==> config.mk <==
export PLATFORM = sky130hd
export DESIGN_NAME = iob2axi_rd
export DESIGN_NICKNAME = d
export VERILOG_FILES = /design/src/rtl/iob2axi_rd_pkg.sv /design/src/rtl/iob2axi_rd.sv
export SDC_FILE = /design/constraint.sdc
export NUM_CORES = 1
export LEC_CHECK = 0
export ABC_CLOCK_PERIOD_IN_PS = 2300
export CAP_MARGIN = 20
export CORE_UTILIZATION = 36
export DETAILED_ROUTE_END_ITERATION = 6
export GPL_TIMING_DRIVEN = 0
export PLACE_DENSITY = 0.81
export SLEW_MARGIN = 40
export SYNTH_ARGS = -nofsm -noshare
export SYNTH_HDL_FRONTEND = slang
export SYNTH_SLANG_ARGS = --single-unit
==> constraint.sdc <==
create_clock -name clk -period 2.3 [get_ports clk]
set_clock_uncertainty 0.05 [all_clocks]
set_input_delay 0.23 -clock clk [delete_from_list [all_inputs] [get_ports clk]]
set_output_delay 0.23 -clock clk [all_outputs]
set_load 0.01 [all_outputs]
==> src/rtl/iob2axi_rd_pkg.sv <==
// Shared AXI4 field widths and the FSM encoding for the IOb-to-AXI4 read master.
package iob2axi_rd_pkg;

    localparam int AXI_ID_W    = 1;
    localparam int AXI_LEN_W   = 8;
    localparam int AXI_SIZE_W  = 3;
    localparam int AXI_BURST_W = 2;
    localparam int AXI_LOCK_W  = 2;
    localparam int AXI_CACHE_W = 4;
    localparam int AXI_PROT_W  = 3;
    localparam int AXI_QOS_W   = 4;
    localparam int AXI_RESP_W  = 2;

    typedef enum logic [1:0] {
        ST_IDLE    = 2'd0,
        ST_ADDR_HS = 2'd1,
        ST_READ    = 2'd2
    } rd_state_e;

endpackage

==> src/rtl/iob2axi_rd.sv <==
// Native read request -> single AXI4 INCR read burst; beats streamed back
// to the native consumer with zero-latency rready/s_ready.
module iob2axi_rd
    import iob2axi_rd_pkg::*;
#(
    parameter int ADDR_W     = 32,
    parameter int DATA_W     = 32,
    parameter int AXI_ADDR_W = ADDR_W,
    parameter int AXI_DATA_W = DATA_W
) (
    input  logic                   clk,
    input  logic                   rst,

    input  logic                   run,
    input  logic [AXI_LEN_W-1:0]   length,
    output logic                   ready,
    output logic                   error,

    input  logic                   s_valid,
    input  logic [ADDR_W-1:0]      s_addr,
    output logic [DATA_W-1:0]      s_rdata,
    output logic                   s_ready,

    output logic [AXI_ID_W-1:0]    m_axi_arid,
    output logic [AXI_ADDR_W-1:0]  m_axi_araddr,
    output logic [AXI_LEN_W-1:0]   m_axi_arlen,
    output logic [AXI_SIZE_W-1:0]  m_axi_arsize,
    output logic [AXI_BURST_W-1:0] m_axi_arburst,
    output logic [AXI_LOCK_W-1:0]  m_axi_arlock,
    output logic [AXI_CACHE_W-1:0] m_axi_arcache,
    output logic [AXI_PROT_W-1:0]  m_axi_arprot,
    output logic [AXI_QOS_W-1:0]   m_axi_arqos,
    output logic                   m_axi_arvalid,
    input  logic                   m_axi_arready,

    input  logic [AXI_ID_W-1:0]    m_axi_rid,
    input  logic [AXI_DATA_W-1:0]  m_axi_rdata,
    input  logic [AXI_RESP_W-1:0]  m_axi_rresp,
    input  logic                   m_axi_rlast,
    input  logic                   m_axi_rvalid,
    output logic                   m_axi_rready
);

    rd_state_e              state_q;
    logic [AXI_ADDR_W-1:0]  addr_q;
    logic [AXI_LEN_W-1:0]   length_q;
    logic [AXI_LEN_W:0]     counter_q;
    logic                   error_q;

    logic                   beat;
    logic                   last_beat;
    logic                   beat_bad;
    logic                   unused_rid;

    assign unused_rid = ^m_axi_rid;

    assign m_axi_arid    = '0;
    assign m_axi_araddr  = addr_q;
    assign m_axi_arlen   = length_q;
    assign m_axi_arsize  = AXI_SIZE_W'($clog2(DATA_W / 8));
    assign m_axi_arburst = AXI_BURST_W'(1);
    assign m_axi_arlock  = '0;
    assign m_axi_arcache = AXI_CACHE_W'(2);
    assign m_axi_arprot  = AXI_PROT_W'(2);
    assign m_axi_arqos   = '0;

    // Handshake outputs decode straight from the state register so that an
    // asynchronous reset drops them without waiting for a clock edge.
    assign ready         = (state_q == ST_IDLE);
    assign m_axi_arvalid = (state_q == ST_ADDR_HS);
    assign m_axi_rready  = (state_q == ST_READ) & s_valid;
    assign s_ready       = m_axi_rvalid & m_axi_rready;
    assign s_rdata       = DATA_W'(m_axi_rdata);
    assign error         = error_q;

    assign beat      = m_axi_rvalid & m_axi_rready;
    assign last_beat = (counter_q == {1'b0, length_q});
    assign beat_bad  = (m_axi_rresp != '0) | (m_axi_rlast != last_beat);

    always_ff @(posedge clk or posedge rst) begin
        if (rst) begin
            state_q   <= ST_IDLE;
            addr_q    <= '0;
            length_q  <= '0;
            counter_q <= '0;
            error_q   <= 1'b0;
        end else begin
            case (state_q)
                ST_IDLE: begin
                    if (run) begin
                        addr_q    <= AXI_ADDR_W'(s_addr);
                        length_q  <= length;
                        counter_q <= '0;
                        error_q   <= 1'b0;
                        state_q   <= ST_ADDR_HS;
                    end
                end
                ST_ADDR_HS: begin
                    if (m_axi_arready) begin
                        state_q <= ST_READ;
                    end
                end
                ST_READ: begin
                    // Bad rlast/rresp flags the burst but the count still ends it.
                    if (beat) begin
                        counter_q <= counter_q + 1'b1;
                        if (beat_bad) begin
                            error_q <= 1'b1;
                        end
                        if (last_beat) begin
                            state_q <= ST_IDLE;
                        end
                    end
                end
                default: begin
                    state_q <= ST_IDLE;
                end
            endcase
        end
    end

endmodule

---- Yosys cells after proc, flatten, opt, wreduce, memory -nomap -nowiden ----
Cells that the tools add are included.
word-level totals
  bits in registers ....................... 52
  output and inout bits ................... 96
cells by class
  add/subtract/negate cells ............... 1
  equal/unequal tests ..................... 9
  multiplexer cells ....................... 12
  bitwise gates (word level) .............. 3
  reductions and logical operators ........ 7
operator list
  operator                                                number
  2-to-1 mux 9 bit                                        2
  one-hot mux 9 bit (2 select lines)                      1
  adder 9 x 1 -> 9 bit (second input constant)            1
  equality test 9 x 8 -> 1 bit                            1
  2-to-1 mux 2 bit                                        4
  inequality test 2 bit (second input constant)           4
  AND reduction 4 bit                                     2
  one-hot mux 2 bit (3 select lines)                      1
  nonzero test 2 bit                                      2
  2-to-1 mux 1 bit                                        3
  AND reduction 3 bit                                     1
  bitwise AND 1 bit                                       2
  equality test 2 x 1 -> 1 bit (second input constant)    1
  equality test 2 bit (second input constant)             1
  logical NOT 2 bit                                       1
  inequality test 2 x 1 -> 1 bit (second input constant)  1
  one-hot mux 1 bit (2 select lines)                      1
  AND reduction 2 bit                                     1
  inequality test 1 bit                                   1
  OR 1 bit                                                1

---- Longest topological paths before layout ----
  depth in word-level cells ............... 6
  depth in mapped cells ................... 6
  mapped depth without buffers ............ 5

---- Worst setup path after synthesis ----
OpenSTA, ideal clock, no wires.
  path kind ............................... register to register
  start point ............................. reg state_q[0]
  end point ............................... reg addr_q[0], in the netlist m_axi_araddr[0]
  setup time .............................. 0.125 ns
  data arrival time ....................... 1.479 ns
  required time ........................... 2.125 ns
  setup slack ............................. 0.646 ns
  stages on the path, launching flop included .. 6
  buffers on the path ..................... 2
  period minus slack after synthesis ...... 1.654 ns
  cell sequence ........................... dfrtp_1 nor2_1 and2_1 clkbuf_1 buf_2 mux2_2
on the way
  word-level cells in the longest chain between the ends .. 2
RTL lines
  element                               line               text
  from (decl)                           iob2axi_rd.sv:44   rd_state_e state_q;
  from (signal assigned)                iob2axi_rd.sv:82   state_q <= ST_IDLE;
  from (signal assigned)                iob2axi_rd.sv:95   state_q <= ST_ADDR_HS;
  from (signal assigned)                iob2axi_rd.sv:100  state_q <= ST_READ;
  logical NOT 2 bit                     -
  named net ready                       iob2axi_rd.sv:16   output logic ready,
  AND reduction 2 bit (no source line)  -
  to (signal assigned)                  iob2axi_rd.sv:91   addr_q <= AXI_ADDR_W'(s_addr);
  to (decl)                             iob2axi_rd.sv:45   logic [AXI_ADDR_W-1:0] addr_q;
The timed path passes the listed nets, and every way through them passes these cells.
A chain may end at the register's enable or synchronous reset.

---- Final worst setup path ----
  start point ............................. reg state_q[1]
  end point ............................... out s_ready
on the way
  word-level cells in the longest chain between the ends .. 3
RTL lines
  element              line              text
  equality test 2 bit  iob2axi_rd.sv:71  assign m_axi_rready = (state_q == ST_READ) & s_valid;
  bitwise AND 1 bit    iob2axi_rd.sv:71
  bitwise AND 1 bit    iob2axi_rd.sv:72  assign s_ready = m_axi_rvalid & m_axi_rready;
  to (decl)            iob2axi_rd.sv:22  output logic s_ready,
No other way between the ends.

==> summary.md <==
| Metric | Value |
|---|---|
| F_max | 0.482 GHz |
| Final setup viols | 0 |
| Antenna-violating nets left | 0 |
| Status | finished, final reports clean |
| Initial Util | 0.382 |
| Layout cells sized above 1 | 0.291 |
| Most frequent cell after synthesis | dfrtp_1 |
| Post-Syn Area per Cell | 11.9 sq um |
| Die W | 87.8 microns |
| Crit Reg-Reg Endpoint | m_axi_arlen[3] |
| Commonest cells in the synthesized netlist | dfrtp_1, buf_4, mux2_2, xor2_1, nor2_1 |
| Hold Violations, Final | 0 |
| GP Congestion | 0.789 |
| Synth cell types | 35 |
| Fin Setup TNS | 0 ps |
| Clock power frac | 0.144 |
| Synthesized instance count | 223 |
| Detailed Route Iter0 Violations | 39 |
| Htree depth | 2 |
| Syn-to-layout area delta | 59.0% |
| Crit path kind | flip-flop to output pin |
| Post-Synth Adder-Cell Area | 0.00472 |
| Row count | 30 |
| P_leak | 1.86 nW |
| Hold Crit Class | primary input to async pin |
| FF-to-FF path depth | 5 |
| Total core area | 6940 sq um |
| Vias in the first global route | 1993 |
| Power per Cell Area | 1030 nW/um^2 |
| Post-synth top area share | 0.491 |
| Critical Path AT | 1790 ps |
| Nets | 456 |
| Ant. Diodes | 0 |
| CP Capture Type | output pin |
| DRT Wirelength | 6280 microns |
| Ys flop type | dfrtp_1 |
| Number of enable flip-flop cells after synthesis | 0 |
| Register area | 1300 sq um |
| Max-capacitance violation count | 0 |
| Inserted Clock Buffers | 5 |
| Warnings, synthesis | 0 |
| Hpwl dp | 4950 microns |
| Synthesis-stage register bit count | 52 |
| Synth async-reset ratio | 1.00 |
| Clk_lat worst skew | 310 ps |
| Max stage delay on crit path | 570 ps |
| P_int | 2.98 mW |
| Fin crit period | 2070 ps |
| Sink Count | 52 |
| Dominant cells by area after synthesis | dfrtp_1, mux2_2, buf_4 |
| Seq/Total Area, Yosys | 0.491 |
| CP most frequent cell | nor2b_1 |
| Worst Max-Slew Pin Slew | 542 ps |
| Compound-Gate Fraction of Synth Area | 0.0462 |
| Element type at the critical path start | flip-flop |
| Multi-input logic area | 973 sq um |
| GRT Overall Usage | 0.163 |
| Post-synth top area cell | dfrtp_1 |
| Finished Core Util | 0.607 |
| Worst path slowest cell | clkdlybuf4s50_1 |
| Max-slew violation count | 0 |
| Pin count of the biggest net entering global routing | 29 |
| Period utilisation layout | 0.901 |
| Postcts setup bufs | 0 |
| Largest family of logic cells by synthesized area | multiplexers |
| Hold slack | 182 ps |
| RSZ-0062 raised after global routing | false |
| Dpl ws | 277 ps |
| CTS tree | built |
| Post-synthesis simple-gate area fraction | 0.0788 |
| # resized after CTS | 0 |
| Xor and xnor fraction of the mapped netlist area | 0.0363 |
| Die Area | 7720 sq um |
| Placed Area | 4110 sq um |
| IO buf count | 125 |
| FF-to-FF setup slack | 460 ps |
| Crit path to | s_ready |
| Placed instance count | 462 |
| # DRC | 0 |
| Flop pwr share | 0.364 |
| Fin cells | 470 |
| Die Y | 87.8 microns |
| Drt pass-1 iters | 4 |
| Net switching power figure | 1.38 mW |
| Initial antenna violation count | 0 |
| Clock Tree Root | clkbuf_8 |
| CP max FO | 7 |
| Clock slew at reported path FFs | 90 ps |
| Worst setup startpoint | state_q[1] |
| Cell area after synthesis | 2650 sq um |
| Via density | 4.50 |
| GRT Residual Overflow | 0 |
| IO Pins | 178 |
| Sw Ratio | 0.317 |
| Max VDD drop | 0.000610 V |
| Worst Path Required | 2020 ps |
| Final instance area | 4220 sq um |
| Final setup margin | 227 ps |
| R2R Path Start | state_q[0] |
| Max Root-Sink Buffers | 2 |
| Rel. slew slack | 0.629 |
| Comb pwr share | 0.492 |
| Routed length per instance | 13.4 microns |
| Critical path cell sequence | nor2b_1 -> nor2b_1 -> clkdlybuf4s50_1 |
| Global-route wire length before repair | 9390 microns |
| # fillers | 585 |
| Hold-fix buffers, CTS | 0 |
| Via count | 2117 |
| Total power | 4.36 mW |
| Mux contribution to synthesized area | 0.174 |
-- flip-flops by register name (all words and copies together), names as in the netlist --
signal and cells:
error 1, state_q 2, m_axi_arlen 8, m_axi_araddr 32, counter_q 9
-- cells in the final DEF, fill, tap and decap left out, types with 2 or more instances in the layout --
cell               n
clkdlybuf4s50_1  125
dfrtp_1           52
buf_4             51
mux2_2            41
conb_1            19
xor2_1             8
nor2_1             7
a21oi_1            6
nand2_1            6
buf_2              5
clkbuf_8           5
o31ai_1            4
or4_1              4
nand3_1            3
clkbuf_1           3
inv_1              3
xnor2_1            3
and2_1             2
nand4_1            2
a21o_1             2
nor2b_1            2
a2111oi_0          2
-- area by class of cell --
type                    instances  share of cell area
flip-flops and latches         52               0.309
plain buffers                  59               0.101
clock inverters                 2             0.00831
repair buffers                126               0.301
multi-input cells             125               0.231
clock buffers                   6              0.0172
well taps                      96              0.0285
inverters                       4             0.00415
-- worst max-delay path, delay by kind of cell, from the launching register on --
family / cells / cell delay [ps]
flip-flops: 1 / 470
buffers and inverters: 1 / 570
AND/OR/NAND/NOR: 2 / 450
-- how the worst min path moves through the flow --
stage,from,end,cells after the start
after floorplan,m_axi_arready,state_q[1],1
after global routing,rst,m_axi_araddr[5],2
after global placement,m_axi_araddr[14],m_axi_araddr[14],1
final,rst,m_axi_araddr[2],2
after detailed placement,m_axi_araddr[2],m_axi_araddr[2],1
after CTS,rst,m_axi_araddr[2],2
-- layer usage --
| layer | vias to the layer above | track usage | wire length (microns) |
|---|---|---|---|
| met2 | 119 | 0.312 | 3320 |
| met3 | 7 | 0.0622 | 684 |
| met1 | 998 | 0.159 | 2190 |
| li1 | 993 | - | - |
| met4 | 0 | 0.0522 | 82 |
| met5 | - | 0 | 0 |
-- power groups by stage --
stage | logic, mW | clock network (mW) | registers, mW
6_report | 2.15 | 0.627 | 1.59
2_1_floorplan | 0.868 | 0 | 1.75
3_5_place_dp | 2.17 | 0 | 1.61
4_1_cts | 2.18 | 0.649 | 1.59
3_3_place_gp | 2.12 | 0 | 1.59
5_1_grt | 2.31 | 0.677 | 1.65
-- logic make-up (layout without fill, tap and decap cells) --
group	Yosys count	count (layout)
muxes	41	41
xor gates and xnor gates	11	11
and+or+nand+nor	35	35
buffers and inverters	63	197
adders and majority gates	1	1
AOI/OAI and AO/OA	18	18
DFF	52	52
other	2	19
(Power assumes the default switching activity.)
